## src/rtl/ft245_axi_arb.sv

```systemverilog
// Two-requester AXI4 arbiter: the FT245 host bridge (inport0) and the capture DMA (inport1)
// share one master port. Write and read paths each hold a round-robin grant until the response completes.
module ft245_axi_arb (
  input  logic        clk_i,
  input  logic        rst_i,
  // requester 0
  input  logic        inport0_awvalid_i,
  input  logic [31:0] inport0_awaddr_i,
  input  logic [3:0]  inport0_awid_i,
  input  logic [7:0]  inport0_awlen_i,
  input  logic [1:0]  inport0_awburst_i,
  output logic        inport0_awready_o,
  input  logic        inport0_wvalid_i,
  input  logic [31:0] inport0_wdata_i,
  input  logic [3:0]  inport0_wstrb_i,
  input  logic        inport0_wlast_i,
  output logic        inport0_wready_o,
  input  logic        inport0_bready_i,
  output logic        inport0_bvalid_o,
  output logic [1:0]  inport0_bresp_o,
  output logic [3:0]  inport0_bid_o,
  input  logic        inport0_arvalid_i,
  input  logic [31:0] inport0_araddr_i,
  input  logic [3:0]  inport0_arid_i,
  input  logic [7:0]  inport0_arlen_i,
  input  logic [1:0]  inport0_arburst_i,
  output logic        inport0_arready_o,
  input  logic        inport0_rready_i,
  output logic        inport0_rvalid_o,
  output logic [31:0] inport0_rdata_o,
  output logic [1:0]  inport0_rresp_o,
  output logic [3:0]  inport0_rid_o,
  output logic        inport0_rlast_o,
  // requester 1
  input  logic        inport1_awvalid_i,
  input  logic [31:0] inport1_awaddr_i,
  input  logic [3:0]  inport1_awid_i,
  input  logic [7:0]  inport1_awlen_i,
  input  logic [1:0]  inport1_awburst_i,
  output logic        inport1_awready_o,
  input  logic        inport1_wvalid_i,
  input  logic [31:0] inport1_wdata_i,
  input  logic [3:0]  inport1_wstrb_i,
  input  logic        inport1_wlast_i,
  output logic        inport1_wready_o,
  input  logic        inport1_bready_i,
  output logic        inport1_bvalid_o,
  output logic [1:0]  inport1_bresp_o,
  output logic [3:0]  inport1_bid_o,
  input  logic        inport1_arvalid_i,
  input  logic [31:0] inport1_araddr_i,
  input  logic [3:0]  inport1_arid_i,
  input  logic [7:0]  inport1_arlen_i,
  input  logic [1:0]  inport1_arburst_i,
  output logic        inport1_arready_o,
  input  logic        inport1_rready_i,
  output logic        inport1_rvalid_o,
  output logic [31:0] inport1_rdata_o,
  output logic [1:0]  inport1_rresp_o,
  output logic [3:0]  inport1_rid_o,
  output logic        inport1_rlast_o,
  // shared master port
  output logic        outport_awvalid_o,
  output logic [31:0] outport_awaddr_o,
  output logic [3:0]  outport_awid_o,
  output logic [7:0]  outport_awlen_o,
  output logic [1:0]  outport_awburst_o,
  input  logic        outport_awready_i,
  output logic        outport_wvalid_o,
  output logic [31:0] outport_wdata_o,
  output logic [3:0]  outport_wstrb_o,
  output logic        outport_wlast_o,
  input  logic        outport_wready_i,
  input  logic        outport_bvalid_i,
  input  logic [1:0]  outport_bresp_i,
  input  logic [3:0]  outport_bid_i,
  output logic        outport_bready_o,
  output logic        outport_arvalid_o,
  output logic [31:0] outport_araddr_o,
  output logic [3:0]  outport_arid_o,
  output logic [7:0]  outport_arlen_o,
  output logic [1:0]  outport_arburst_o,
  input  logic        outport_arready_i,
  input  logic        outport_rvalid_i,
  input  logic [31:0] outport_rdata_i,
  input  logic [1:0]  outport_rresp_i,
  input  logic [3:0]  outport_rid_i,
  input  logic        outport_rlast_i,
  output logic        outport_rready_o
);

  typedef enum logic [1:0] {WR_IDLE, WR_ACTIVE, WR_RESP} wr_state_t;
  typedef enum logic [1:0] {RD_IDLE, RD_ADDR, RD_DATA} rd_state_t;

  typedef struct packed {
    logic [31:0] addr;
    logic [3:0]  id;
    logic [7:0]  len;
    logic [1:0]  burst;
  } ax_req_t;

  typedef struct packed {
    logic [31:0] data;
    logic [3:0]  strb;
    logic        last;
  } w_req_t;

  logic [1:0]    awvalid, wvalid, bready, arvalid, rready;
  logic [1:0]    awready, wready, bvalid, arready, rvalid;
  ax_req_t [1:0] aw_req, ar_req;
  w_req_t  [1:0] w_req;

  assign awvalid   = {inport1_awvalid_i, inport0_awvalid_i};
  assign wvalid    = {inport1_wvalid_i,  inport0_wvalid_i};
  assign bready    = {inport1_bready_i,  inport0_bready_i};
  assign arvalid   = {inport1_arvalid_i, inport0_arvalid_i};
  assign rready    = {inport1_rready_i,  inport0_rready_i};
  assign aw_req[0] = {inport0_awaddr_i, inport0_awid_i, inport0_awlen_i, inport0_awburst_i};
  assign aw_req[1] = {inport1_awaddr_i, inport1_awid_i, inport1_awlen_i, inport1_awburst_i};
  assign ar_req[0] = {inport0_araddr_i, inport0_arid_i, inport0_arlen_i, inport0_arburst_i};
  assign ar_req[1] = {inport1_araddr_i, inport1_arid_i, inport1_arlen_i, inport1_arburst_i};
  assign w_req[0]  = {inport0_wdata_i, inport0_wstrb_i, inport0_wlast_i};
  assign w_req[1]  = {inport1_wdata_i, inport1_wstrb_i, inport1_wlast_i};

  // On a tie the port that did not win last time goes next.
  function automatic logic rr_pick(input logic [1:0] req, input logic last);
    return (&req) ? ~last : req[1];
  endfunction

  // ---------------- write path ----------------
  wr_state_t wr_state_q;
  logic      wr_gnt_q, wr_last_q, aw_done_q, w_done_q;
  logic      wr_act, wr_rsp, wr_sel, wr_win;
  logic      aw_hs, w_last_hs, aw_done, w_done, b_hs;

  assign wr_act = (wr_state_q == WR_ACTIVE);
  assign wr_rsp = (wr_state_q == WR_RESP);
  assign wr_sel = (wr_state_q == WR_IDLE) ? 1'b0 : wr_gnt_q;
  assign wr_win = rr_pick(awvalid, wr_last_q);

  assign outport_awvalid_o = wr_act & awvalid[wr_gnt_q] & ~aw_done_q;
  assign outport_wvalid_o  = wr_act & wvalid[wr_gnt_q] & ~w_done_q;
  assign outport_bready_o  = wr_rsp & bready[wr_gnt_q];
  assign {outport_awaddr_o, outport_awid_o, outport_awlen_o, outport_awburst_o} = aw_req[wr_sel];
  assign {outport_wdata_o, outport_wstrb_o, outport_wlast_o} = w_req[wr_sel];

  assign aw_hs     = outport_awvalid_o & outport_awready_i;
  assign w_last_hs = outport_wvalid_o & outport_wready_i & outport_wlast_o;
  assign aw_done   = aw_done_q | aw_hs;
  assign w_done    = w_done_q | w_last_hs;
  assign b_hs      = outport_bvalid_i & outport_bready_o;

  always_ff @(posedge clk_i or posedge rst_i) begin
    if (rst_i) begin
      wr_state_q <= WR_IDLE;
      wr_gnt_q   <= 1'b0;
      wr_last_q  <= 1'b1;
      aw_done_q  <= 1'b0;
      w_done_q   <= 1'b0;
    end else begin
      case (wr_state_q)
        WR_IDLE: if (|awvalid) begin
          wr_state_q <= WR_ACTIVE;
          wr_gnt_q   <= wr_win;
          wr_last_q  <= wr_win;
          aw_done_q  <= 1'b0;
          w_done_q   <= 1'b0;
        end
        // W may complete before, with, or after AW; leave once both halves are in
        WR_ACTIVE: begin
          aw_done_q <= aw_done;
          w_done_q  <= w_done;
          if (aw_done && w_done) wr_state_q <= WR_RESP;
        end
        WR_RESP: if (b_hs) wr_state_q <= WR_IDLE;
        default: wr_state_q <= WR_IDLE;
      endcase
    end
  end

  // ---------------- read path ----------------
  rd_state_t rd_state_q;
  logic      rd_gnt_q, rd_last_q;
  logic      rd_addr, rd_data, rd_sel, rd_win, ar_hs, r_last_hs;

  assign rd_addr = (rd_state_q == RD_ADDR);
  assign rd_data = (rd_state_q == RD_DATA);
  assign rd_sel  = (rd_state_q == RD_IDLE) ? 1'b0 : rd_gnt_q;
  assign rd_win  = rr_pick(arvalid, rd_last_q);

  assign outport_arvalid_o = rd_addr & arvalid[rd_gnt_q];
  assign outport_rready_o  = rd_data & rready[rd_gnt_q];
  assign {outport_araddr_o, outport_arid_o, outport_arlen_o, outport_arburst_o} = ar_req[rd_sel];

  assign ar_hs     = outport_arvalid_o & outport_arready_i;
  assign r_last_hs = outport_rvalid_i & outport_rready_o & outport_rlast_i;

  always_ff @(posedge clk_i or posedge rst_i) begin
    if (rst_i) begin
      rd_state_q <= RD_IDLE;
      rd_gnt_q   <= 1'b0;
      rd_last_q  <= 1'b1;
    end else begin
      case (rd_state_q)
        RD_IDLE: if (|arvalid) begin
          rd_state_q <= RD_ADDR;
          rd_gnt_q   <= rd_win;
          rd_last_q  <= rd_win;
        end
        RD_ADDR: if (ar_hs) rd_state_q <= RD_DATA;
        RD_DATA: if (r_last_hs) rd_state_q <= RD_IDLE;
        default: rd_state_q <= RD_IDLE;
      endcase
    end
  end

  // ---------------- per-port handshake fan-out ----------------
  for (genvar i = 0; i < 2; i++) begin : g_port
    localparam logic P = (i == 1);
    assign awready[i] = wr_act & (wr_gnt_q == P) & ~aw_done_q & outport_awready_i;
    assign wready[i]  = wr_act & (wr_gnt_q == P) & ~w_done_q & outport_wready_i;
    assign bvalid[i]  = wr_rsp & (wr_gnt_q == P) & outport_bvalid_i;
    assign arready[i] = rd_addr & (rd_gnt_q == P) & outport_arready_i;
    assign rvalid[i]  = rd_data & (rd_gnt_q == P) & outport_rvalid_i;
  end

  assign inport0_awready_o = awready[0];
  assign inport1_awready_o = awready[1];
  assign inport0_wready_o  = wready[0];
  assign inport1_wready_o  = wready[1];
  assign inport0_bvalid_o  = bvalid[0];
  assign inport1_bvalid_o  = bvalid[1];
  assign inport0_arready_o = arready[0];
  assign inport1_arready_o = arready[1];
  assign inport0_rvalid_o  = rvalid[0];
  assign inport1_rvalid_o  = rvalid[1];

  // Response payloads go to both ports unchanged; only valid is steered.
  assign inport0_bresp_o = outport_bresp_i;
  assign inport1_bresp_o = outport_bresp_i;
  assign inport0_bid_o   = outport_bid_i;
  assign inport1_bid_o   = outport_bid_i;
  assign inport0_rdata_o = outport_rdata_i;
  assign inport1_rdata_o = outport_rdata_i;
  assign inport0_rresp_o = outport_rresp_i;
  assign inport1_rresp_o = outport_rresp_i;
  assign inport0_rid_o   = outport_rid_i;
  assign inport1_rid_o   = outport_rid_i;
  assign inport0_rlast_o = outport_rlast_i;
  assign inport1_rlast_o = outport_rlast_i;

endmodule

```

## config.mk

```make
export PLATFORM = sky130hd
export DESIGN_NAME = ft245_axi_arb
export DESIGN_NICKNAME = d
export VERILOG_FILES = /design/src/rtl/ft245_axi_arb.sv
export SDC_FILE = /design/constraint.sdc
export NUM_CORES = 1
export LEC_CHECK = 0
export ABC_AREA = 1
export CORE_AREA = 2 2 215 217
export DETAILED_ROUTE_END_ITERATION = 8
export DIE_AREA = 0 0 217 219
export MAX_ROUTING_LAYER = met4
export PLACE_DENSITY = 0.43
export SYNTH_ARGS = -nofsm -noshare
export SYNTH_HDL_FRONTEND = slang
export SYNTH_SLANG_ARGS = --single-unit
```

## constraint.sdc

```tcl
create_clock -name clk_i -period 5.3 [get_ports clk_i]
set_input_delay 1.59 -clock clk_i [delete_from_list [all_inputs] [get_ports clk_i]]
set_output_delay 1.59 -clock clk_i [all_outputs]
set_load 0.02 [all_outputs]
```

==> flow_metrics.py, run 1 <==
metrics = {
    "clocking": {
        "cts_post_setup_buffers_inserted": 0,
        "numCtsBuffers": 3,
        "cts_tree": "done",
        "htreeDepth": 1,
        "clock_latency_ns": 0.24,
        "cts-root-buf": "clkbuf_16",
        "clock_path_buffers": 2,
        "clk_pin_slew_ns": 0.04,
        "ctsResizeCount": 0,
        "ctsHoldBuffers": 0,
        "clock-sinks": 10,
    },
    "yosys": {
        "synthCells": 342,
        "synth.area.mux_share_pct": 52.2,
        "synth_adder_area_share_pct": 0,
        "netlist_area_sq_mm": 0.00328,
        "ys_ff_latch": 10,
        "ys_seq_area_share_pct": 7.70,
        "synth-simple-area-share_pct": 7.39,
        "yosysUniqueCellTypes": 19,
        "synth_area_leaders": "mux2_4 (32%), buf_4 (21%), mux2_2 (20%)",
        "yosys_warnings": 0,
        "synth_top_area_cell": "mux2_4",
        "avgSynthCellArea_sq_um": 9.60,
        "synth-compound-area-share_pct": 2.40,
        "synth_top_family_by_area": "multiplexers",
        "synth_nets": 662,
        "synthDominantCellAreaShare_pct": 32.0,
        "synth_xor_area_share_pct": 0,
    },
    "worst_setup_path": {
        "worst-path-buf-inv": 3,
        "critPathLaunch": "inport0_awvalid_i",
        "reg2reg_depth": 8,
        "startpoint_type": "input port",
        "r2r_start": "wr_gnt_q$_DFFE_PP0P_",
        "path_cells": "clkdlybuf4s50_1, inv_1, o21ai_0, nand2_1, nor2_1, clkdlybuf4s50_1",
        "cp_top_family": "buffers and inverters",
        "crit_end": "outport_awvalid_o",
        "rrSetupSlack_ns": 3.76,
        "cpPeakStageDelay_ns": 0.61,
        "cp.depth": 6,
        "worstPathRequired_ns": 3.71,
        "cp-end-kind": "output pin",
        "cp_common_cell": "clkdlybuf4s50_1",
        "worstPathArrival_ns": 3.07,
        "critPathMaxFanout": 2,
        "cpMaxStageDelayCell": "clkdlybuf4s50_1",
        "path_class": "in2out",
        "r2r_end": "wr_state_q[0]$_DFFE_PP0P_",
    },
    "sta": {
        "tightest_slew_ns": 0.806,
        "relSlewSlack_pct": 46.1,
        "finalClockSkew_ns": 0.000368,
        "post-route-period-util_pct": 87.9,
        "period_minus_slack_ns": 4.66,
        "fmax_ghz": 0.215,
        "rsz0062_at_grt": "false",
        "drv_slew": 0,
        "setup_viol": 0,
        "hold_violations": 0,
        "tns_ns": 0,
    },
    "global_routing": {
        "grt_pass1_wl_mm": 23.3,
        "grt.met2_usage_pct": 9.90,
        "top_usage_layer": "met2",
        "grt_use_met3_pct": 3.69,
        "grt.overflow.total": 0,
        "grt_usage_pct": 6.68,
        "grt_pass1_vias": 3486,
        "gr-usage-met1_pct": 8.27,
        "grt_antenna_before_repair": 0,
        "grt_max_degree": 59,
    },
    "placed_design": {
        "gp_congestion": 0.872,
        "io_buffer_count": 421,
        "dp_hpwl_mm": 15.5,
    },
    "routing": {
        "drt_iter0_drc": 91,
        "firstDrtPassIters": 5,
        "route.detailed.drc": 0,
        "ant_nets": 0,
        "viasPerCell": 2.82,
        "wl_mm": 17.6,
        "wl_per_cell_um": 13.9,
        "vias": 3564,
    },
    "job": {
        "cap_violations": 0,
    },
    "power": {
        "total_power_mw": 2.72,
        "ir_drop_mv": 0.179,
        "power_leakage_nw": 2.98,
        "cellPowerDensity_mw_per_mm2": 363,
    },
    "floorplan": {
        "dieArea_sq_mm": 0.0475,
        "start_util_pct": 7.28,
        "num_io_pins": 554,
        "fp.dieW_um": 217,
        "row_count": 78,
        "die-height_um": 219,
        "core_area_sq_mm": 0.0451,
    },
    "min_path": {
        "hold_class": "reg2reg",
        "hold_path.startpoint": "rd_last_q$_DFFE_PP1P_",
    },
    "final_layout": {
        "drive_above_1_share_pct": 21.1,
        "fin_nets": 986,
        "syn2layout_area_growth_pct": 128,
        "antenna_cells": 0,
    },
    "run_status": {
        "status": "finished clean",
    },
}
-- synthesized netlist by cell type (all sizes together) --
| master | count |
|---|---|
| mux2 | 128 |
| dfstp | 2 |
| nand3 | 3 |
| o211ai | 1 |
| inv | 26 |
| mux2i | 1 |
| nand2 | 34 |
| dfrtp | 8 |
| buf | 105 |
| a21oi | 3 |
| o21ai | 9 |
| nor3 | 10 |
| nor2 | 12 |
-- cell type report --
cell class              instances  area, sq um
well taps                     600          751
multi-input cells             201         2040
clock buffers                   4         88.8
repair buffers                424         4260
flip-flops and latches         10          253
inverters                      26         97.6
fillers                      5040        37600
-- state kept, by name, summed over array words and instances, names as in the netlist --
name        count
rd_state_q      2
wr_state_q      2
aw_done_q       1
rd_gnt_q        1
rd_last_q       1
w_done_q        1
wr_gnt_q        1
wr_last_q       1
-- cells in the final DEF (no fill, tap or decap), drive strengths merged --
master           n
mux2           128
mux2i            1
buf              3
clkdlybuf4s50  421
nand2           34
nand3            3
nor2            12
o21ai            9
nor3            10
dfstp            2
dfrtp            8
a21oi            3
o211ai           1
inv             26
clkbuf           4
-- kinds of logic (layout without fill, tap and decap cells) --
group,after synthesis,after routing
muxes,129,129
buffers and inverters,131,454
DFF,10,10
and+or+nand+nor,59,59
AOI/OAI and AO/OA,13,13
-- worst reg2reg max path, delay by kind of cell (launching register included) --
kind             cells  cell delay (ns)
and+or+nand+nor      8             0.93
DFF                  1             0.51
-- worst min path at each step --
| stage | endpoint | slack (ns) | cells after the start |
|---|---|---|---|
| after CTS | rd_last_q$_DFFE_PP1P_ | 0.48 | 2 |
| after floorplan | rd_last_q$_DFFE_PP1P_ | 0.44 | 2 |
| after global placement | rd_last_q$_DFFE_PP1P_ | 0.47 | 2 |
| final | rd_last_q$_DFFE_PP1P_ | 0.48 | 2 |
| after detailed placement | rd_last_q$_DFFE_PP1P_ | 0.47 | 2 |
| after global routing | rd_last_q$_DFFE_PP1P_ | 0.52 | 2 |
-- stage by stage --
stage	cell area [sq um]	setup WS [ns]	std cells	util, %	hold slack, ns
finish	7490	0.639	1265	16.6	0.477
global placement	7400	0.634	1261	16.4	0.466
global route	7490	0.476	1265	16.6	0.521
detailed placement	7400	0.659	1261	16.4	0.469
CTS	7490	0.644	1265	16.6	0.476
floorplan	3280	1.59	342	-	0.444
-- metal layers --
metal	wire, um	vias to the layer above
met5	0	-
met4	14	0
met3	2340	4
met2	8110	265
met1	7150	1592
li1	-	1703
-- report_power, final --
part / internal (mW) / switching, mW / leakage, nW / total, mW
Clock: 0.114 / 0.0363 / 0.0442 / 0.150
Sequential: 0.116 / 0.0461 / 0.121 / 0.162
Combinational: 1.29 / 1.12 / 2.81 / 2.41
(Power assumes the default switching activity.)
==> run 2: changes to the inputs <==
--- a/config.mk
+++ b/config.mk
@@ -6,11 +6,14 @@
 export NUM_CORES = 1
 export LEC_CHECK = 0
 export ABC_AREA = 1
-export CORE_AREA = 2 2 215 217
+export CAP_MARGIN = 5
+export CORE_AREA = 2 2 218 220
 export DETAILED_ROUTE_END_ITERATION = 8
-export DIE_AREA = 0 0 217 219
+export DIE_AREA = 0 0 220 222
+export DONT_BUFFER_PORTS = 1
 export MAX_ROUTING_LAYER = met4
-export PLACE_DENSITY = 0.43
+export PLACE_DENSITY = 0.3
+export RECOVER_POWER = 50
 export SYNTH_ARGS = -nofsm -noshare
 export SYNTH_HDL_FRONTEND = slang
 export SYNTH_SLANG_ARGS = --single-unit
==> run 2 against run 1 <==
  * Register-to-register slack lost 0.60 ns
  * Sequential share of layout area grew 4.4 points
  * Count of clock-buffer cells in the layout unchanged
  * Total power shrank 34%
  * Clock power is 4% higher
  * Routed wire length shrank 35%
  * Maximum frequency is 12% higher
  * Non-clock buffer count shrank 422
  * Setup slack gained 0.51 ns
  * Cell count fell by 33%
  * Critical path type is now reg2out
  * Die area up 2.8%
  * Critical path depth down 1
==> flow_metrics.py, run 2 (synthesis results as in run 1) <==
metrics = {
    "routing": {
        "wl_per_cell_um": 13.5,
        "wl_mm": 11.4,
        "firstDrtPassIters": 4,
        "vias": 2061,
        "ant_nets": 0,
        "drt_iter0_drc": 69,
        "route.detailed.drc": 0,
        "viasPerCell": 2.42,
    },
    "final_layout": {
        "regArea_sq_um": 253,
        "utilization_pct": 7.02,
        "antenna_cells": 0,
        "multi_input_area_sq_mm": 0.00204,
        "final_cell_mix": "mux2_4 (70), mux2_2 (42), nand2_1 (33)",
        "final_common_cell": "mux2_4",
        "finalNonFillerCells": 850,
        "fin_nets": 564,
        "fill_cells": 5443,
        "biggestRegsByFlops": "rd_state_q: 2 flops, wr_state_q: 2 flops",
        "fin_area_sq_mm": 0.00325,
        "drive_above_1_share_pct": 50.2,
        "syn2layout_area_growth_pct": -1.07,
    },
    "sta": {
        "period_minus_slack_ns": 4.15,
        "rsz0062_at_grt": "false",
        "hold_violations": 0,
        "relSlewSlack_pct": 27.2,
        "fmax_ghz": 0.241,
        "drv_slew": 0,
        "whs_ns": 0.468,
        "tightest_slew_ns": 1.09,
        "finalClockSkew_ns": 0.000738,
        "setup_viol": 0,
        "post-route-period-util_pct": 78.2,
        "tns_ns": 0,
        "final.setup.worst_slack_ns": 1.15,
    },
    "worst_setup_path": {
        "critPathMaxFanout": 55,
        "cp-end-kind": "output pin",
        "crit_end": "outport_wdata_o[1]",
        "path_class": "reg2out",
        "r2r_start": "wr_state_q[1]$_DFFE_PP0P_",
        "reg2reg_depth": 10,
        "critPathLaunch": "wr_state_q[1]$_DFFE_PP0P_",
        "startpoint_type": "flop",
        "rrSetupSlack_ns": 3.16,
        "worstPathRequired_ns": 3.71,
        "worstPathArrival_ns": 2.56,
        "r2r_end": "wr_state_q[0]$_DFFE_PP0P_",
    },
    "clocking": {
        "clock_latency_ns": 0.24,
        "ctsResizeCount": 0,
        "numCtsBuffers": 3,
        "clock-sinks": 10,
        "clock_path_buffers": 2,
        "cts_post_setup_buffers_inserted": 0,
        "clk_pin_slew_ns": 0.05,
        "cts_tree": "done",
        "ctsHoldBuffers": 0,
        "cts-root-buf": "clkbuf_16",
        "htreeDepth": 1,
    },
    "power": {
        "cellPowerDensity_mw_per_mm2": 554,
        "power_leakage_nw": 1.32,
        "total_power_mw": 1.80,
        "ir_drop_mv": 0.249,
    },
    "placed_design": {
        "preCtsSetupSlack_ns": 1.44,
        "placed_area_sq_mm": 0.00317,
        "gp_congestion": 0.872,
        "dp_hpwl_mm": 10.6,
        "io_buffer_count": 0,
        "dp_cells": 846,
    },
    "job": {
        "cap_violations": 0,
    },
    "floorplan": {
        "fp.dieW_um": 220,
        "core_area_sq_mm": 0.0463,
        "num_io_pins": 554,
        "start_util_pct": 7.10,
        "die-height_um": 222,
        "row_count": 79,
        "dieArea_sq_mm": 0.0488,
    },
    "global_routing": {
        "grt_antenna_before_repair": 0,
        "grt_pass1_wl_mm": 13.4,
        "grt.overflow.total": 0,
        "grt_usage_pct": 4.07,
        "grt_pass1_vias": 1774,
        "grt_max_degree": 56,
    },
    "min_path": {
        "min_path_cells": 2,
        "hold_class": "reg2reg",
    },
    "run_status": {
        "status": "finished clean",
    },
}
-- run 2: layer usage --
layer | up-vias | wire [um] | global-route usage [%]
li1 | 858 | - | -
met1 | 942 | 4990 | 5.51
met3 | 5 | 1480 | 2.24
met5 | - | 0 | -
met4 | 0 | 54 | 0.585
met2 | 256 | 4930 | 5.31
-- run 2: final cells by class --
type                            instances  area share (%)
Sequential cell                        10            7.78
Multi-Input combinational cell        201            62.7
Timing Repair Buffer                    2           0.385
Clock buffer                            4            2.73
Tap cell                              607            23.4
Inverter                               26            3.00
-- run 2: worst min-delay path by stage --
stage                     startpoint               endpoint  slack (ns)
3_5_place_dp   rd_last_q$_DFFE_PP1P_  rd_last_q$_DFFE_PP1P_        0.46
2_1_floorplan  rd_last_q$_DFFE_PP1P_  rd_last_q$_DFFE_PP1P_        0.44
6_report       rd_last_q$_DFFE_PP1P_  rd_last_q$_DFFE_PP1P_        0.47
3_3_place_gp   rd_last_q$_DFFE_PP1P_  rd_last_q$_DFFE_PP1P_        0.46
5_1_grt        rd_last_q$_DFFE_PP1P_  rd_last_q$_DFFE_PP1P_        0.49
4_1_cts        rd_last_q$_DFFE_PP1P_  rd_last_q$_DFFE_PP1P_        0.47
-- run 2: critical path: stages, from the launching register on --
cell and delay (ns):
dfrtp_1 0.35, inv_1 0.08, nand2_1 0.13, nand2_4 0.68, buf_4 0.58, mux2_4 0.38
-- run 2: report_power, final --
part / internal [mW] / total (mW) / switching (mW)
Combinational: 0.562 / 1.48 / 0.919
Sequential: 0.116 / 0.163 / 0.0470
Clock: 0.114 / 0.156 / 0.0418
Total: 0.792 / 1.80 / 1.01
